`src/rtl/midi_tx_arbiter.sv`:
```
// midi_tx_arbiter: message-aware round-robin merge of four MIDI source FIFOs
// into one transmit byte stream. A grant is held until a complete MIDI message
// (including running status and SysEx) has been forwarded.
// Optional feature macro: MIDI_ARB_RT_BYPASS_EN lets single-byte real-time
// messages (F8-FF) from non-granted sources cut in between granted bytes.
//
// state | meaning
// IDLE  | no grant; scan sources round-robin from the pointer
// SEND  | forward (or drop) one byte of the granted source, or wait for it
// GAP   | one settle cycle after a pop; release the grant if message complete
module midi_tx_arbiter #(
   parameter logic [15:0] TIMEOUT_CYCLES = 16'd1000
) (
   input  logic        clk_i,
   input  logic        rst_i,
   input  logic [31:0] src_data_i,
   input  logic [3:0]  src_rdy_i,
   output logic [3:0]  src_rd_o,
   output logic [7:0]  out_data_o,
   output logic        out_wr_o,
   input  logic        out_full_n_i,
   output logic [3:0]  grant_o,
   output logic        err_drop_o,
   output logic        err_timeout_o
);

   localparam logic [1:0] ST_IDLE = 2'd0;
   localparam logic [1:0] ST_SEND = 2'd1;
   localparam logic [1:0] ST_GAP  = 2'd2;

   logic [1:0]  state_q, state_d;
   logic [1:0]  ptr_q, ptr_d;
   logic [1:0]  gidx_q, gidx_d;
   logic [3:0]  grant_q, grant_d;
   logic [1:0]  rem_q, rem_d;
   logic        sysex_q, sysex_d;
   logic        done_q, done_d;
   logic [15:0] tmo_q, tmo_d;
   // Running status is kept only as "valid" plus "3-byte message class";
   // that is all the data-byte-at-start rule ever needs from it.
   logic [3:0]  rs_vld_q, rs_vld_d;
   logic [3:0]  rs_len3_q, rs_len3_d;
   logic [3:0]  src_rd_q, src_rd_d;
   logic [7:0]  out_data_q, out_data_d;
   logic        out_wr_q, out_wr_d;
   logic        err_drop_q, err_drop_d;
   logic        err_tmo_q, err_tmo_d;

   logic        sel_hit;
   logic [1:0]  sel_idx;
   logic [1:0]  scan_idx;
   logic [7:0]  g_byte;
   logic        g_rdy;
   logic        at_start;

   assign g_byte   = src_data_i[{gidx_q, 3'b000} +: 8];
   assign g_rdy    = src_rdy_i[gidx_q];
   assign at_start = (rem_q == 2'd0) && !sysex_q;

   // Round-robin pick: first ready source at or after the pointer.
   always_comb begin
      sel_hit  = 1'b0;
      sel_idx  = ptr_q;
      scan_idx = ptr_q;
      for (int k = 3; k >= 0; k--) begin
         scan_idx = ptr_q + 2'(k);
         if (src_rdy_i[scan_idx]) begin
            sel_hit = 1'b1;
            sel_idx = scan_idx;
         end
      end
   end

`ifdef MIDI_ARB_RT_BYPASS_EN
   logic       rt_hit;
   logic [1:0] rt_idx;

   // Lowest-index non-granted source showing a real-time byte at its head.
   always_comb begin
      rt_hit = 1'b0;
      rt_idx = 2'd0;
      for (int i = 3; i >= 0; i--) begin
         if (2'(i) != gidx_q && src_rdy_i[i] && src_data_i[8*i+3 +: 5] == 5'h1F) begin
            rt_hit = 1'b1;
            rt_idx = 2'(i);
         end
      end
   end
`endif

   // Next-state, message-length decode and strobe generation.
   always_comb begin
      state_d    = state_q;
      ptr_d      = ptr_q;
      gidx_d     = gidx_q;
      grant_d    = grant_q;
      rem_d      = rem_q;
      sysex_d    = sysex_q;
      done_d     = done_q;
      tmo_d      = tmo_q;
      rs_vld_d   = rs_vld_q;
      rs_len3_d  = rs_len3_q;
      src_rd_d   = 4'd0;
      out_data_d = out_data_q;
      out_wr_d   = 1'b0;
      err_drop_d = 1'b0;
      err_tmo_d  = 1'b0;
      case (state_q)
         ST_IDLE: begin
            if (sel_hit) begin
               gidx_d  = sel_idx;
               grant_d = 4'b0001 << sel_idx;
               tmo_d   = 16'd0;
               done_d  = 1'b0;
               state_d = ST_SEND;
            end
         end
         ST_SEND: begin
`ifdef MIDI_ARB_RT_BYPASS_EN
            // A bypassed byte leaves the granted message's bookkeeping alone.
            if (rt_hit && out_full_n_i) begin
               src_rd_d[rt_idx] = 1'b1;
               out_wr_d         = 1'b1;
               out_data_d       = src_data_i[{rt_idx, 3'b000} +: 8];
               state_d          = ST_GAP;
            end else
`endif
            if (g_rdy && out_full_n_i) begin
               src_rd_d = grant_q;
               state_d  = ST_GAP;
               if (g_byte[7]) begin
                  out_wr_d   = 1'b1;
                  out_data_d = g_byte;
                  if (g_byte[7:3] != 5'h1F) begin
                     // Any non-real-time status restarts the message count.
                     rs_vld_d[gidx_q]  = 1'b0;
                     rs_len3_d[gidx_q] = 1'b0;
                     rem_d             = 2'd0;
                     sysex_d           = 1'b0;
                     if (g_byte[7:4] != 4'hF) begin
                        rs_vld_d[gidx_q]  = 1'b1;
                        rs_len3_d[gidx_q] = (g_byte[7:5] != 3'b110);
                        rem_d             = (g_byte[7:5] != 3'b110) ? 2'd2 : 2'd1;
                     end else begin
                        case (g_byte[3:0])
                           4'h0:       sysex_d = 1'b1;
                           4'h1, 4'h3: rem_d   = 2'd1;
                           4'h2:       rem_d   = 2'd2;
                           default:    ;
                        endcase
                     end
                  end
               end else if (at_start) begin
                  if (rs_vld_q[gidx_q]) begin
                     out_wr_d   = 1'b1;
                     out_data_d = g_byte;
                     rem_d      = rs_len3_q[gidx_q] ? 2'd1 : 2'd0;
                  end else begin
                     err_drop_d = 1'b1;
                  end
               end else begin
                  out_wr_d   = 1'b1;
                  out_data_d = g_byte;
                  if (rem_q != 2'd0) rem_d = rem_q - 2'd1;
               end
               done_d = (rem_d == 2'd0) && !sysex_d;
            end else if (!g_rdy) begin
               tmo_d = tmo_q + 16'd1;
               if (tmo_d == TIMEOUT_CYCLES) begin
                  err_tmo_d         = 1'b1;
                  rs_vld_d[gidx_q]  = 1'b0;
                  rs_len3_d[gidx_q] = 1'b0;
                  rem_d             = 2'd0;
                  sysex_d           = 1'b0;
                  grant_d           = 4'd0;
                  ptr_d             = gidx_q + 2'd1;
                  state_d           = ST_IDLE;
               end
            end
         end
         ST_GAP: begin
            if (done_q) begin
               grant_d = 4'd0;
               ptr_d   = gidx_q + 2'd1;
               state_d = ST_IDLE;
            end else begin
               state_d = ST_SEND;
            end
         end
         default: state_d = ST_IDLE;
      endcase
   end

   // State and registered outputs, synchronous reset.
   always_ff @(posedge clk_i) begin
      if (rst_i) begin
         state_q    <= ST_IDLE;
         ptr_q      <= 2'd0;
         gidx_q     <= 2'd0;
         grant_q    <= 4'd0;
         rem_q      <= 2'd0;
         sysex_q    <= 1'b0;
         done_q     <= 1'b0;
         tmo_q      <= 16'd0;
         rs_vld_q   <= 4'd0;
         rs_len3_q  <= 4'd0;
         src_rd_q   <= 4'd0;
         out_data_q <= 8'd0;
         out_wr_q   <= 1'b0;
         err_drop_q <= 1'b0;
         err_tmo_q  <= 1'b0;
      end else begin
         state_q    <= state_d;
         ptr_q      <= ptr_d;
         gidx_q     <= gidx_d;
         grant_q    <= grant_d;
         rem_q      <= rem_d;
         sysex_q    <= sysex_d;
         done_q     <= done_d;
         tmo_q      <= tmo_d;
         rs_vld_q   <= rs_vld_d;
         rs_len3_q  <= rs_len3_d;
         src_rd_q   <= src_rd_d;
         out_data_q <= out_data_d;
         out_wr_q   <= out_wr_d;
         err_drop_q <= err_drop_d;
         err_tmo_q  <= err_tmo_d;
      end
   end

   assign src_rd_o      = src_rd_q;
   assign out_data_o    = out_data_q;
   assign out_wr_o      = out_wr_q;
   assign grant_o       = grant_q;
   assign err_drop_o    = err_drop_q;
   assign err_timeout_o = err_tmo_q;

endmodule

```
`config.mk`:
```
export PLATFORM = sky130hd
export DESIGN_NAME = midi_tx_arbiter
export DESIGN_NICKNAME = d
export VERILOG_FILES = /design/src/rtl/midi_tx_arbiter.sv
export SDC_FILE = /design/constraint.sdc
export NUM_CORES = 1
export LEC_CHECK = 0
export CAP_MARGIN = 25
export CORE_ASPECT_RATIO = 1.2
export CORE_MARGIN = 5
export CORE_UTILIZATION = 48
export CTS_CLUSTER_SIZE = 10
export DETAILED_ROUTE_END_ITERATION = 16
export PLACE_DENSITY = 0.77
export SYNTH_ARGS = -nofsm -noshare
export SYNTH_HDL_FRONTEND = slang
export SYNTH_SLANG_ARGS = --single-unit
```
`constraint.sdc`:
```
create_clock -name clk_i -period 2.5 [get_ports clk_i]
set_input_delay 0.625 -clock clk_i [delete_from_list [all_inputs] [get_ports clk_i]]
set_output_delay 0.625 -clock clk_i [all_outputs]
set_load 0.005 [all_outputs]
```
==> impl_metrics.yaml, run 1 <==
layout:
  utilization_pct: 64.9
  layout-drive-gt1-share_pct: 21.6
  design_area_um2: 4400
  antenna_cells: 0
  area_growth_pct: 33.3
  nets: 520
sta:
  max_slew_margin_pct: 54.8
  slew_violations: 0
  min_period_ns: 2.45
  min_period_over_period_pct: 98.0
  fmax_ghz: 0.408
  setup_tns_ns: 0
  finClkSkew_ns: 0.0114
  hold_viol_final: 0
  worst_pin_slew_ns: 0.678
  setup_viol: 0
place:
  place_area_um2: 4220
  place_congestion: 0.881
  dp_hpwl_um: 6490
  io_buffers: 57
die:
  ioPinCount: 58
  fp.coreArea_um2: 6770
  fp-row-count: 33
  start_util_pct: 48.7
  fp.dieH_um: 101
  chipWidth_um: 85.7
  die-area_um2: 8640
power:
  p_total_uw: 2860
  max-vdd-ir-drop_v: 0.000372
  power_density_nw_per_um2: 652
  p_leak_uw: 0.00162
critical_path:
  crit_chain: "buf_2 > mux4_2 > nor3_4 > o21ai_2 > a2111oi_4 > a21oi_4 > nor3b_4 > mux2_4"
  path_class: "input port to flip-flop"
  slowest_stage: "mux4_2"
  crit_family: "multiplexers"
  critPathCaptureType: "flip-flop"
  worstPathRequired_ns: 2.70
  critPathBufInv: 1
  crit_path_max_incr_delay_ns: 0.52
  start_kind: "input port"
  crit_arrival_ns: 2.65
  cp_max_fo: 2
detailed_routing:
  ant_nets: 0
  viasPerCell: 5.79
  drc_errors: 0
  drt_iter0_markers: 185
  drt_first_pass_iters: 5
  wl_per_cell_um: 15.5
  drt_wl_total_um: 8650
  vias: 3236
clocking:
  cts_hold_buf: 0
  clock_latency_ns: 0.31
  clkTransAtPathRegs_ns: 0.10
  clkSinkCount: 53
  root_buffer: "clkbuf_8"
  clock_path_buffers: 2
  cts_tree: "built"
  cts_made_buffers: 5
  htreeDepth: 2
global_route:
  grt_use_met1_pct: 22.4
  busiest_layer: "met2"
  grt_pass1_wl_um: 14400
  met3_usage_pct: 4.09
  grt_max_degree: 58
  grt_pass1_vias: 3203
  grt_use_met2_pct: 38.4
  antenna_found_initial: 0
  grt_overflow: 0
  track_usage_pct: 20.0
flow_run:
  drv_cap: 0
status:
  status: "completed"
synth:
  ys_seq_elements: 53
  synth_edf_count: 0
  synth_area_um2: 3300
  netlist_top_cells_area: "dfxtp_1, mux4_2, nor2_1, a21oi_1, ha_1"
  synth_ff_type: "dfxtp_1"
  async_flop_share_pct: 0
  yosys.area.top_type: "dfxtp_1"
  synth_cells: 384
  synth_warnings: 0
  syn_nets: 433
  synth_top_area_share_pct: 32.2
  yosysSeqAreaShare_pct: 32.2
  postSynthAreaPerCell_um2: 8.59
  ys_types: 60
hold_path:
  hold_path.class: "flip-flop to flip-flop"
-- kinds of logic after synthesis --
| kind of cell | count (synthesis) | synth area share (%) |
|---|---|---|
| DFF | 53 | 32.2 |
| AOI/OAI and AO/OA | 101 | 21.0 |
| and+or+nand+nor | 162 | 27.1 |
| adders and majority gates | 10 | 3.79 |
| buffers and inverters | 35 | 4.70 |
| muxes | 23 | 11.2 |
-- power by group --
group          internal (uW)  leakage, uW  total, uW  switching [uW]
clock                    327    0.0000585        608             281
sequential               914     0.000432        977            63.5
combinational            598      0.00113       1280             682
-- placed cells by master, fill, tap and decap left out, types with 4 or more instances in the layout --
cell / instances
buf_2: 5
o32ai_1: 4
nand2b_1: 12
clkdlybuf4s50_1: 52
inv_1: 13
dfxtp_1: 47
a21boi_0: 6
dfxtp_2: 5
nor2b_1: 7
nand2_1: 25
or2_2: 5
ha_1: 9
o21ai_0: 18
mux4_2: 11
nor3_1: 11
and2_1: 7
nand3_1: 11
mux2i_1: 10
clkbuf_8: 6
a211o_1: 5
buf_4: 43
a22oi_1: 5
nor2_1: 49
a41oi_1: 4
or3_1: 5
a21oi_1: 30
-- worst paths after layout --
kind	cells past startpoint	startpoint	end	slack (ns)
worst max-delay path	8	src_rdy_i[3]	ptr_q[0]	0.05
worst min-delay path	2	flip-flop	flip-flop	0.49
worst max register to register	7	gidx_q[1]	ptr_q[0]	0.07
worst min register to register	2	flip-flop	flip-flop	0.49
-- layer usage --
metal,vias to the layer above,part of all wire [%]
met5,-,0
met4,0,0.73
met3,8,5.5
met2,92,53
met1,1557,40
li1,1579,-
-- stage by stage --
| stage | hold slack (ns) | std cells | worst slack (ns) |
|---|---|---|---|
| 6_report | 0.487 | 559 | 0.0501 |
| 2_1_floorplan | 0.448 | 384 | -0.0689 |
| 3_3_place_gp | 0.465 | 549 | -0.486 |
| 3_5_place_dp | 0.470 | 549 | -0.562 |
| 5_1_grt | 0.509 | 559 | -0.00112 |
| 4_1_cts | 0.487 | 558 | 0.00837 |
-- worst reg2reg max path, cell delays in order (launching register included) --
cell	delay, ns
dfxtp_2	0.37
mux4_2	0.56
nor3_4	0.23
o21ai_2	0.09
a2111oi_4	0.42
a21oi_4	0.12
nor3b_4	0.22
mux2_4	0.31
-- cell usage after synthesis, types with 2 or more instances --
master	count
o21ai_0	20
o32ai_1	4
mux2i_1	10
dfxtp_1	53
a22oi_1	5
and2_1	7
mux4_2	11
nand2b_1	12
and3_1	3
a21oi_1	30
or3_1	5
inv_1	13
nor2b_1	7
a21boi_0	6
a41oi_1	4
nor3_1	13
o22a_1	2
nor3b_1	2
clkbuf_1	15
buf_6	2
nand2_1	27
nand3_1	12
ha_1	10
nor4_4	2
a211oi_1	3
o41ai_1	3
nor4_1	2
nor2_1	49
buf_2	4
a31oi_1	4
nand3b_1	3
a211o_1	5
nand4b_1	3
or2_2	5
or4_1	3
-- repair_timing --
| item | in CTS | in global routing |
|---|---|---|
| resized for setup | 23 | 13 |
| setup buffers | 1 | 1 |
| endpoints found under the setup margin | 13 | 11 |
| pin swaps | 4 | 5 |
-- final cells by class --
cell class                      count  area (um2)
Fill cell                         579        2370
Multi-Input combinational cell    296        2140
Sequential cell                    53        1070
Timing Repair Buffer              102         908
Tap cell                           87         109
Clock buffer                        7        86.3
Inverter                           13        48.8
Clock inverter                      1        30.0
Note: power is estimated with default switching activity, not from simulation.
==> run 2, diff against run 1 <==
==> constraint.sdc (replaced) <==
create_clock -name clk_i -period 2.5 [get_ports clk_i]
set_input_delay 0.625 -clock clk_i [delete_from_list [all_inputs] [get_ports clk_i]]
set_output_delay 0.625 -clock clk_i [all_outputs]
set_load 0.02 [all_outputs]
==> results of run 2 <==
Same layout as run 1 (identical final DEF). Status: completed.
Main changes from that run: total power 2860 uW -> 2890 uW
